File: src/rtl/digit_scan_mux.sv
// ============================================================================
// Module   : digit_scan_mux
// Purpose  : Time-multiplexed digit scanner with tear-free shadow capture,
//            programmable slot length and optional leading-zero blanking.
// Revision : 1.0
// ============================================================================
`default_nettype none

module digit_scan_mux #(
    parameter int DIGITS   = 4,
    parameter int NIB_W    = 4,
    parameter int DIV      = 100000,
    parameter int BLANK_LZ = 1,
    parameter int IDX_W    = $clog2(DIGITS)
) (
    input  logic                      clk,
    input  logic                      resetn,
    input  logic [DIGITS*NIB_W-1:0]   in,
    input  logic                      enable,
    output logic [NIB_W-1:0]          out,
    output logic [DIGITS-1:0]         an,
    output logic                      blank,
    output logic [IDX_W-1:0]          digit_idx,
    output logic                      frame_done
);

    localparam int               PRE_W   = (DIV > 1) ? $clog2(DIV) : 1;
    localparam logic [PRE_W-1:0] PRE_MAX = PRE_W'(DIV - 1);
    localparam logic [IDX_W-1:0] IDX_MAX = IDX_W'(DIGITS - 1);

    logic [PRE_W-1:0]        pre_q, pre_d;
    logic [IDX_W-1:0]        idx_q, idx_d;
    logic [DIGITS*NIB_W-1:0] shadow_q, shadow_d;
    logic                    lp_q, lp_d;
    logic                    wrap_q;

    logic                    tick;
    logic                    wrap;
    logic [DIGITS-1:0]       sup;
    logic                    zero_tail;

    logic [NIB_W-1:0]        out_d;
    logic [DIGITS-1:0]       an_d;
    logic                    blank_d;

    always_comb begin
        tick     = enable && (pre_q == PRE_MAX);
        wrap     = tick && (idx_q == IDX_MAX);
        pre_d    = pre_q;
        idx_d    = idx_q;
        shadow_d = shadow_q;
        lp_d     = lp_q;
        if (tick) begin
            pre_d = '0;
            idx_d = wrap ? '0 : idx_q + 1'b1;
        end else if (enable) begin
            pre_d = pre_q + 1'b1;
        end
        // Shadow only refreshes at frame boundaries so a frame never tears.
        if (enable && (lp_q || wrap)) begin
            shadow_d = in;
            lp_d     = 1'b0;
        end
    end

    // Digit k is a leading zero when it and every higher digit are zero.
    always_comb begin
        sup       = '0;
        zero_tail = 1'b1;
        for (int k = DIGITS - 1; k > 0; k--) begin
            zero_tail = zero_tail && (shadow_q[k*NIB_W +: NIB_W] == '0);
            sup[k]    = (BLANK_LZ != 0) && zero_tail;
        end
    end

    always_comb begin
        out_d = shadow_q[idx_q*NIB_W +: NIB_W];
        an_d  = '1;
        if (enable && !sup[idx_q]) begin
            an_d[idx_q] = 1'b0;
        end
        blank_d = &an_d;
    end

    always_ff @(posedge clk or negedge resetn) begin
        if (!resetn) begin
            pre_q      <= '0;
            idx_q      <= '0;
            shadow_q   <= '0;
            lp_q       <= 1'b1;
            wrap_q     <= 1'b0;
            out        <= '0;
            an         <= '1;
            blank      <= 1'b1;
            digit_idx  <= '0;
            frame_done <= 1'b0;
        end else begin
            pre_q      <= pre_d;
            idx_q      <= idx_d;
            shadow_q   <= shadow_d;
            lp_q       <= lp_d;
            wrap_q     <= wrap;
            out        <= out_d;
            an         <= an_d;
            blank      <= blank_d;
            digit_idx  <= idx_q;
            frame_done <= wrap_q;
        end
    end

endmodule

`default_nettype wire

File: config.mk
export PLATFORM = sky130hd
export DESIGN_NAME = digit_scan_mux
export DESIGN_NICKNAME = d
export VERILOG_FILES = /design/src/rtl/digit_scan_mux.sv
export SDC_FILE = /design/constraint.sdc
export NUM_CORES = 1
export LEC_CHECK = 0
export BUFFER_PORTS_ARGS = -buffer_cell sky130_fd_sc_hd__buf_4
export CORE_MARGIN = 2
export CORE_UTILIZATION = 35
export CTS_BUF_LIST = sky130_fd_sc_hd__clkbuf_8 sky130_fd_sc_hd__clkbuf_16
export DETAILED_ROUTE_END_ITERATION = 10
export PLACE_DENSITY = 0.61
export SKIP_LAST_GASP = 1
export SLEW_MARGIN = 10
export SYNTH_ARGS = -nofsm -noshare
export SYNTH_HDL_FRONTEND = slang
export SYNTH_SLANG_ARGS = --single-unit
File: constraint.sdc
create_clock -name clk -period 2.01 [get_ports clk]
set_input_delay 0.201 -clock clk [delete_from_list [all_inputs] [get_ports clk]]
set_output_delay 0.201 -clock clk [all_outputs]
set_load 0.01 [all_outputs]
==> flow_metrics.env, run 1 <==
export IMPL_cts_root_buf="clkbuf_8"
export IMPL_finClkSkew_ns=0.003931
export IMPL_numPortBuffers=30
export IMPL_yosys_top_cells_area="dfrtp_1 (50%), dfstp_2 (7.3%), mux2_4 (6.9%)"
export IMPL_clockBufferDepth=2
export IMPL_firstDrtPassIters=4
export IMPL_synth_edf_count=0
export IMPL_syn_area_um2=2166
export IMPL_synth_top_area_share_pct=49.68
export IMPL_hold_viol=0
export IMPL_layout_setup_ws_ns=0.03255
export IMPL_cp_end_kind="flip-flop"
export IMPL_final_cells=283
export IMPL_overflow=0
export IMPL_place_hpwl_um=2728
export IMPL_initial_core_util_pct=36.37
export IMPL_drtIter0Drc=95
export IMPL_tns_ns=0
export IMPL_finalMaxSlewViolations=0
export IMPL_async_flop_share_pct=100.0
export IMPL_critPathRequiredTime_ns=2.19
export IMPL_multi_input_area_um2=897.1
export IMPL_yosysSeqAreaShare_pct=56.96
export IMPL_p_per_area_nw_per_um2=722.6
export IMPL_design_core_area_um2=5956
export IMPL_seqCellArea_um2=1234
export IMPL_synth_main_ff_cell="dfrtp_1"
export IMPL_syn_nets=185
export IMPL_yosys_register_bits=49
export IMPL_outcome="complete, no violations"
export IMPL_avgViaCountPerCell=4.820
export IMPL_design_portCount=31
export IMPL_grt_max_degree=50
export IMPL_utilization_pct=45.23
export IMPL_rows=28
export IMPL_grt_pass1_vias=1367
export IMPL_numCtsBuffers=5
export IMPL_diodes=0
export IMPL_drtAntennaViolNets=0
export IMPL_max_stage_delay_ns=0.55
export IMPL_num_vias=1364
export IMPL_dp_slack_ns=0.009995
export IMPL_crit_family="simple AND/OR/NAND/NOR gates"
export IMPL_fmax_mhz=505.7
export IMPL_syn_inst=161
export IMPL_layout_common_cells="dfrtp_1 (43), buf_4 (41), nor2_1 (12), xnor2_1 (12), nand2_1 (11)"
export IMPL_htree_levels=2
export IMPL_fillCellCount=571
export IMPL_critical_path_buf_inv_count=1
export IMPL_clock_sinks=49
export IMPL_die_w_um=82.67
export IMPL_clk_latency_ns=0.29
export IMPL_p_leak_nw=1.310
export IMPL_cts_tree="yes"
export IMPL_wl_per_cell_um=13.57
export IMPL_min_path_type="in -> reg"
export IMPL_gp_congestion=0.7929
export IMPL_synth_top_area_cell="dfrtp_1"
export IMPL_cts_clk_slew_worst_paths_ns=0.08
export IMPL_drv_cap=0
export IMPL_grtUsageTotal_pct=13.03
export IMPL_finalPower_mw=1.946
export IMPL_path_max_fanout=16
export IMPL_peakVddDrop_mv=0.4532
export IMPL_areaGrowthSynthToFinish_pct=24.38
export IMPL_startpoint_type="flip-flop"
export IMPL_die_h_um=82.67
export IMPL_setup_violations=0
export IMPL_layout_commonest_cell="dfrtp_1"
export IMPL_timing_final_crit_share_pct=98.38
export IMPL_final_nets=231
export IMPL_worstPathCellList="or4b_4, nor4_4, a41oi_4, buf_12, mux2_4"
export IMPL_min_period_ns=1.977
export IMPL_grt_pass1_wl_um=6624
export IMPL_post_route_cells_drive_above_1_share_pct=38.46
export IMPL_post_cts_buffers=0
export IMPL_critPathKind="reg -> reg"
export IMPL_routed_wl_um=3841
export IMPL_antenna_found_initial=0
export IMPL_yosysWarnings=0
export IMPL_drc=0
export IMPL_worstMarginPinSlew_ns=0.6046
export IMPL_place_inst=274
export IMPL_max_slew_margin_pct=59.69
export IMPL_crit_slowest_cell="or4b_4"
export IMPL_rsz0062_at_grt="true"
export IMPL_avgSynthCellArea_um2=13.45
export IMPL_critPathArrivalTime_ns=2.16
export IMPL_die_area_um2=6834
export IMPL_synth_distinct_cells=32
## per-stage QoR
stage,instance area (um^2),hold WS (ns)
floorplan,2166,-0.09459
global placement,2562,0.2525
detailed placement,2562,0.2511
CTS,2689,0.1247
global route,2694,0.1147
finish,2694,0.1327
## final timing paths
| path | startpoint | endpoint | slack [ns] | cells after the start |
|---|---|---|---|---|
| max | pre_q[11] | shadow_q[10] | 0.03 | 5 |
| min | in[11] | shadow_q[11] | 0.13 | 2 |
| max reg2reg | pre_q[11] | shadow_q[10] | 0.03 | 5 |
| min reg2reg | wrap_q | frame_done | 0.35 | 0 |
| max in group asynchronous | resetn | pre_q[15] | 1.13 | 2 |
| min in group asynchronous | resetn | shadow_q[10] | 0.46 | 2 |
## area by class of cell
class                           count  area share, %
Tap cell                           75          3.484
Multi-Input combinational cell    104          33.30
Timing Repair Buffer               43          12.54
Clock inverter                      2          1.254
Inverter                            4         0.5574
Clock buffer                        6          3.065
Sequential cell                    49          45.80
## worst reg2reg max path, stage by stage, from the launching register on
cell and delay [ns]:
dfrtp_1 0.40, or4b_4 0.55, nor4_4 0.26, a41oi_4 0.17
buf_12 0.18, mux2_4 0.30
## cell usage after synthesis, types with 2 or more instances
cell and instances:
dfstp_2 6, and3_1 3, inv_1 4, mux4_2 4, nor2_1 12, mux2_4 10, nand4_1 9, xor2_1 3
and2_1 2, xnor2_1 12, nor4_1 5, nand3_1 3, dfrtp_1 43, nand2_1 11, o21ai_0 2, mux2_2 7
nand2b_1 2, ha_1 5, buf_2 2, nor3_1 4
## metal layers
layer / wire (um) / global-route usage [%] / up-vias
li1: - / - / 666
met5: 0 / 0 / -
met1: 1863 / 18.02 / 661
met2: 1750 / 19.92 / 31
met4: 61 / 4.426 / 0
met3: 166 / 3.370 / 6
## registers in the layout, summed over array words and instances, names as in the netlist
name / flops
shadow_q: 16
pre_q: 17
an: 4
out: 4
idx_q: 2
lp_q: 1
frame_done: 1
wrap_q: 1
blank: 1
digit_idx: 2
## power breakdown
part           internal, mW  switching [mW]  leakage, nW
logic                0.0741          0.0756        0.604
registers              1.03          0.0582        0.644
clock network         0.401           0.304       0.0626
## kinds of logic after synthesis
family                     Yosys count  share of synthesized area (%)
muxes                               21                          14.73
and+or+nand+nor                     57                          14.62
DFF                                 49                          56.96
xor gates and xnor gates            15                          6.066
adders and majority gates            5                          2.889
AOI/OAI and AO/OA                    6                          2.889
buffers and inverters                8                          1.848
## what timing repair did
item | 4_1_cts | 5_1_grt
endpoints found under the setup margin | 0 | 27
hold buffers | 1 | 0
gates resized for setup | 0 | 1
hold endpoints to repair | 43 | 0
(Power assumes the default switching activity.)
==> inputs of run 2 (changes only) <==
--- a/config.mk
+++ b/config.mk
@@ -6,9 +6,11 @@
 export NUM_CORES = 1
 export LEC_CHECK = 0
 export BUFFER_PORTS_ARGS = -buffer_cell sky130_fd_sc_hd__buf_4
+export CORE_ASPECT_RATIO = 2
 export CORE_MARGIN = 2
 export CORE_UTILIZATION = 35
 export CTS_BUF_LIST = sky130_fd_sc_hd__clkbuf_8 sky130_fd_sc_hd__clkbuf_16
+export CTS_CLUSTER_DIAMETER = 120
 export DETAILED_ROUTE_END_ITERATION = 10
 export PLACE_DENSITY = 0.61
 export SKIP_LAST_GASP = 1
==> flow_metrics.env, run 2 (synthesized netlist as in run 1, its figures left out) <==
export IMPL_outcome="complete, no violations"
export IMPL_avgViaCountPerCell=5.268
export IMPL_clockBufferDepth=2
export IMPL_finalMaxSlewViolations=0
export IMPL_initial_core_util_pct=36.06
export IMPL_fmax_mhz=515.6
export IMPL_reg_top3="pre_q x17, shadow_q x16"
export IMPL_wl_per_cell_um=15.07
export IMPL_clock_sinks=49
export IMPL_critPathArrivalTime_ns=2.12
export IMPL_grt_pass1_wl_um=7155
export IMPL_place_hpwl_um=3059
export IMPL_max_slew_margin_pct=60.05
export IMPL_numCtsBuffers=5
export IMPL_final_nets=232
export IMPL_path_max_fanout=16
export IMPL_design_portCount=31
export IMPL_layout_common_cells="dfrtp_1 (43), buf_4 (42), xnor2_1 (12)"
export IMPL_overflow=0
export IMPL_htree_levels=2
export IMPL_cp_end_kind="flip-flop"
export IMPL_hold_viol=0
export IMPL_peakVddDrop_mv=0.7590
export IMPL_clk_latency_ns=0.29
export IMPL_min_period_ns=1.939
export IMPL_layout_commonest_cell="dfrtp_1"
export IMPL_regMostFlops="pre_q"
export IMPL_drv_cap=0
export IMPL_rsz0062_at_grt="false"
export IMPL_areaGrowthSynthToFinish_pct=26.86
export IMPL_firstDrtPassIters=4
export IMPL_die_h_um=115.3
export IMPL_cts_clk_slew_worst_paths_ns=0.07
export IMPL_drtIter0Drc=28
export IMPL_p_per_area_nw_per_um2=806.0
export IMPL_finClkSkew_ns=0.003380
export IMPL_grt_pass1_vias=1553
export IMPL_timing_final_crit_share_pct=96.48
export IMPL_design_core_area_um2=6006
export IMPL_finalPower_mw=2.215
export IMPL_tns_ns=0
export IMPL_drtAntennaViolNets=0
export IMPL_routed_wl_um=4099
export IMPL_grtUsageTotal_pct=14.07
export IMPL_critPathKind="reg -> reg"
export IMPL_post_route_cells_drive_above_1_share_pct=39.71
export IMPL_grt_max_degree=50
export IMPL_antenna_found_initial=0
export IMPL_die_area_um2=6872
export IMPL_worstMarginPinSlew_ns=0.5992
export IMPL_drc=0
export IMPL_max_stage_delay_ns=0.58
export IMPL_min_path_type="in -> reg"
export IMPL_crit_slowest_cell="or4b_4"
export IMPL_gp_congestion=0.8120
export IMPL_num_vias=1433
export IMPL_post_cts_buffers=0
export IMPL_p_leak_nw=1.339
export IMPL_die_w_um=59.63
export IMPL_rows=40
export IMPL_critPathRequiredTime_ns=2.19
export IMPL_diodes=0
export IMPL_numPortBuffers=30
export IMPL_worstPathCellList="or4b_4, nor4_4, a41oi_4, buf_12, mux2_4"
export IMPL_cts_tree="yes"
export IMPL_cts_root_buf="clkbuf_16"
export IMPL_setup_violations=0
export IMPL_startpoint_type="flip-flop"
export IMPL_largest_reg_flops=17
run 2: cell types whose count changed in the layout (fill, tap and decap cells not counted), sizes merged:
cell / previous run / this run
clkbuf: 6 / 5
buf: 42 / 43
clkinv: 0 / 1
run 2: layout make-up:
cell class | count | area [um^2]
multi-input combinational | 104 | 899.6
fill | 574 | 3258
tap | 63 | 78.83
sequential | 49 | 1234
inverter | 4 | 15.01
timing repair buffer | 44 | 345.3
clock buffer | 5 | 125.1
clock inverter | 3 | 50.05
run 2: repair_timing:
action                                  4_1_cts  5_1_grt
hold buffers                                  1        0
endpoints found under the hold margin        43        0
endpoints found under the setup margin        0       11
resized for setup                             0        2
run 2: path summary, 6_finish.rpt:
path                          start            to  slack (ns)  depth (start not counted)
max                        pre_q[6]   shadow_q[6]        0.07                          5
min                          in[10]  shadow_q[10]        0.13                          2
max reg2reg                pre_q[6]   shadow_q[6]        0.07                          5
min reg2reg                  wrap_q    frame_done        0.35                          0
max in group asynchronous    resetn      pre_q[9]        1.14                          2
min in group asynchronous    resetn  shadow_q[14]        0.46                          2
run 2: metrics by stage:
stage / std cells / area [um^2] / util, % / hold WS [ns] / setup slack (ns)
CTS: 272 / 2740 / 45.63 / 0.1272 / 0.02358
detailed placement: 263 / 2555 / 42.54 / 0.2544 / 0.03234
global placement: 263 / 2555 / 42.54 / 0.2476 / 0.07692
global route: 272 / 2748 / 45.75 / 0.1298 / 0.004572
finish: 272 / 2748 / 45.75 / 0.1346 / 0.07067
floorplan: 161 / 2166 / - / -0.09459 / 0.04144
run 2: per-layer routing:
| layer | global-route usage [%] | wire, um |
|---|---|---|
| met5 | 0 | 0 |
| met4 | 8.148 | 151 |
| met3 | 3.150 | 138 |
| met2 | 25.35 | 2348 |
| met1 | 14.12 | 1461 |
run 2: critical path, delay by kind of cell (launching register included):
kind | cells | cell delay (ns)
simple gates | 2 | 0.80
flops | 1 | 0.38
mux | 1 | 0.30
buf+inv | 1 | 0.19
compound gates | 1 | 0.16
run 2: power by group:
| part | switching (mW) | leakage [nW] | total, mW | internal [mW] |
|---|---|---|---|---|
| Combinational | 0.0741 | 0.609 | 0.148 | 0.0741 |
| Sequential | 0.0567 | 0.644 | 1.09 | 1.04 |
| Clock | 0.376 | 0.0859 | 0.974 | 0.598 |
==> inputs of run 3 (changes only) <==
--- a/config.mk
+++ b/config.mk
@@ -9,7 +9,7 @@
 export CORE_ASPECT_RATIO = 2
 export CORE_MARGIN = 2
 export CORE_UTILIZATION = 35
-export CTS_BUF_LIST = sky130_fd_sc_hd__clkbuf_8 sky130_fd_sc_hd__clkbuf_16
+export CTS_BUF_LIST = sky130_fd_sc_hd__clkbuf_2 sky130_fd_sc_hd__clkbuf_4 sky130_fd_sc_hd__clkbuf_8
 export CTS_CLUSTER_DIAMETER = 120
 export DETAILED_ROUTE_END_ITERATION = 10
 export PLACE_DENSITY = 0.61
==> flow_metrics.env, run 3 (synthesized netlist as in run 1, its figures left out) <==
export IMPL_outcome="complete, no violations"
export IMPL_fillCellCount=583
export IMPL_peakVddDrop_mv=0.5645
export IMPL_wl_per_cell_um=15.13
export IMPL_layout_commonest_cell="dfrtp_1"
export IMPL_num_vias=1429
export IMPL_cp_end_kind="flip-flop"
export IMPL_min_path_type="in -> reg"
export IMPL_die_h_um=115.3
export IMPL_finalMaxSlewViolations=0
export IMPL_final_nets=232
export IMPL_regMostFlops="pre_q"
export IMPL_max_slew_margin_pct=59.59
export IMPL_routed_wl_um=4114
export IMPL_firstDrtPassIters=4
export IMPL_grt_pass1_wl_um=7113
export IMPL_design_core_area_um2=6006
export IMPL_reg_top3="pre_q x17, shadow_q x16"
export IMPL_htree_levels=2
export IMPL_die_w_um=59.63
export IMPL_design_portCount=31
export IMPL_hold_viol=0
export IMPL_numPortBuffers=30
export IMPL_worstMarginPinSlew_ns=0.6062
export IMPL_postLayoutCellArea_um2=2691
export IMPL_overflow=0
export IMPL_critPathRequiredTime_ns=2.21
export IMPL_startpoint_type="flip-flop"
export IMPL_numCtsBuffers=5
export IMPL_antenna_found_initial=0
export IMPL_hold_path_depth=2
export IMPL_diodes=0
export IMPL_drv_cap=0
export IMPL_areaGrowthSynthToFinish_pct=24.26
export IMPL_cts_root_buf="clkbuf_8"
export IMPL_fmax_mhz=515.1
export IMPL_clockBufferDepth=2
export IMPL_final_cells=272
export IMPL_drc=0
export IMPL_drtAntennaViolNets=0
export IMPL_place_inst=263
export IMPL_place_area_um2=2555
export IMPL_finClkSkew_ns=0.004635
export IMPL_crit_end="shadow_q[6]"
export IMPL_min_period_ns=1.941
export IMPL_grt_pass1_vias=1557
export IMPL_die_area_um2=6872
export IMPL_clk_latency_ns=0.31
export IMPL_timing_rr_start="pre_q[6]"
export IMPL_grt_max_degree=50
export IMPL_clock_sinks=49
export IMPL_reg2reg_setup_slack_ns=0.07
export IMPL_hold_worst_slack_ns=0.1110
export IMPL_largest_reg_flops=17
export IMPL_cts_tree="yes"
export IMPL_rsz0062_at_grt="true"
export IMPL_path_max_fanout=16
export IMPL_reg2regPathDepth=5
export IMPL_post_route_cells_drive_above_1_share_pct=39.71
export IMPL_grtUsageTotal_pct=14.00
export IMPL_critPathLaunch="pre_q[6]"
export IMPL_cts_clk_slew_worst_paths_ns=0.09
export IMPL_avgViaCountPerCell=5.254
export IMPL_rows=40
export IMPL_drtIter0Drc=26
export IMPL_p_leak_nw=1.313
export IMPL_critPathArrivalTime_ns=2.14
export IMPL_setup_violations=0
export IMPL_critPathKind="reg -> reg"
export IMPL_initial_core_util_pct=36.06
export IMPL_gp_congestion=0.8120
export IMPL_timing_final_crit_share_pct=96.59
export IMPL_place_hpwl_um=3059
export IMPL_p_per_area_nw_per_um2=733.3
export IMPL_r2r_end="shadow_q[6]"
export IMPL_layout_common_cells="dfrtp_1 (43), buf_4 (42), xnor2_1 (12)"
-- run 3: worst min-delay path by stage --
stage | start | slack, ns | to
2_1_floorplan | resetn | -0.09 | digit_idx[0]
4_1_cts | in[10] | 0.1 | shadow_q[10]
5_1_grt | in[9] | 0.10 | shadow_q[9]
3_5_place_dp | resetn | 0.25 | shadow_q[14]
6_report | enable | 0.11 | lp_q
3_3_place_gp | resetn | 0.25 | shadow_q[10]
-- run 3: final cells by class --
type,count,area (um^2),share of cell area (%)
Clock inverter,3,50.05,1.860
Multi-Input combinational cell,104,899.6,33.43
Sequential cell,49,1234,45.84
Tap cell,63,78.83,2.929
Clock buffer,5,68.82,2.557
Timing Repair Buffer,44,345.3,12.83
Inverter,4,15.01,0.5579
-- run 3: per-layer routing --
metal	vias to the layer above	share of wire, %	global-route usage [%]	routed length [um]
met5	-	0	0	0
met3	11	3.2	3.150	131
met4	0	3.6	8.148	150
met2	31	57	25.42	2353
met1	724	36	13.83	1478
li1	663	-	-	-
-- run 3: timing repair --
action	in CTS	in global routing
resized for setup	0	2
setup buffers	0	0
endpoints found under the hold margin	43	0
setup endpoints to repair	0	16
hold buffers	1	0
-- run 3: power breakdown --
part / switching (mW) / internal, mW
Sequential: 0.0571 / 1.03
Combinational: 0.0742 / 0.0741
Clock: 0.352 / 0.381
Total: 0.484 / 1.49
-- run 3: metrics by stage --
step	utilization (%)	power [mW]	setup TNS, ns	worst slack [ns]
finish	44.81	1.974	0	0.06864
global route	44.81	2.061	-0.001677	-0.001677
CTS	44.69	2.003	0	0.01833
detailed placement	42.54	1.261	0	0.03234
global placement	42.54	1.254	0	0.07692
floorplan	-	1.185	0	0.04144
-- run 3: worst max-delay path, stage by stage, from the launching register on --
cell and delay, ns:
dfrtp_1 0.39, or4b_4 0.58, nor4_4 0.22, a41oi_4 0.16, buf_12 0.19, mux2_4 0.30
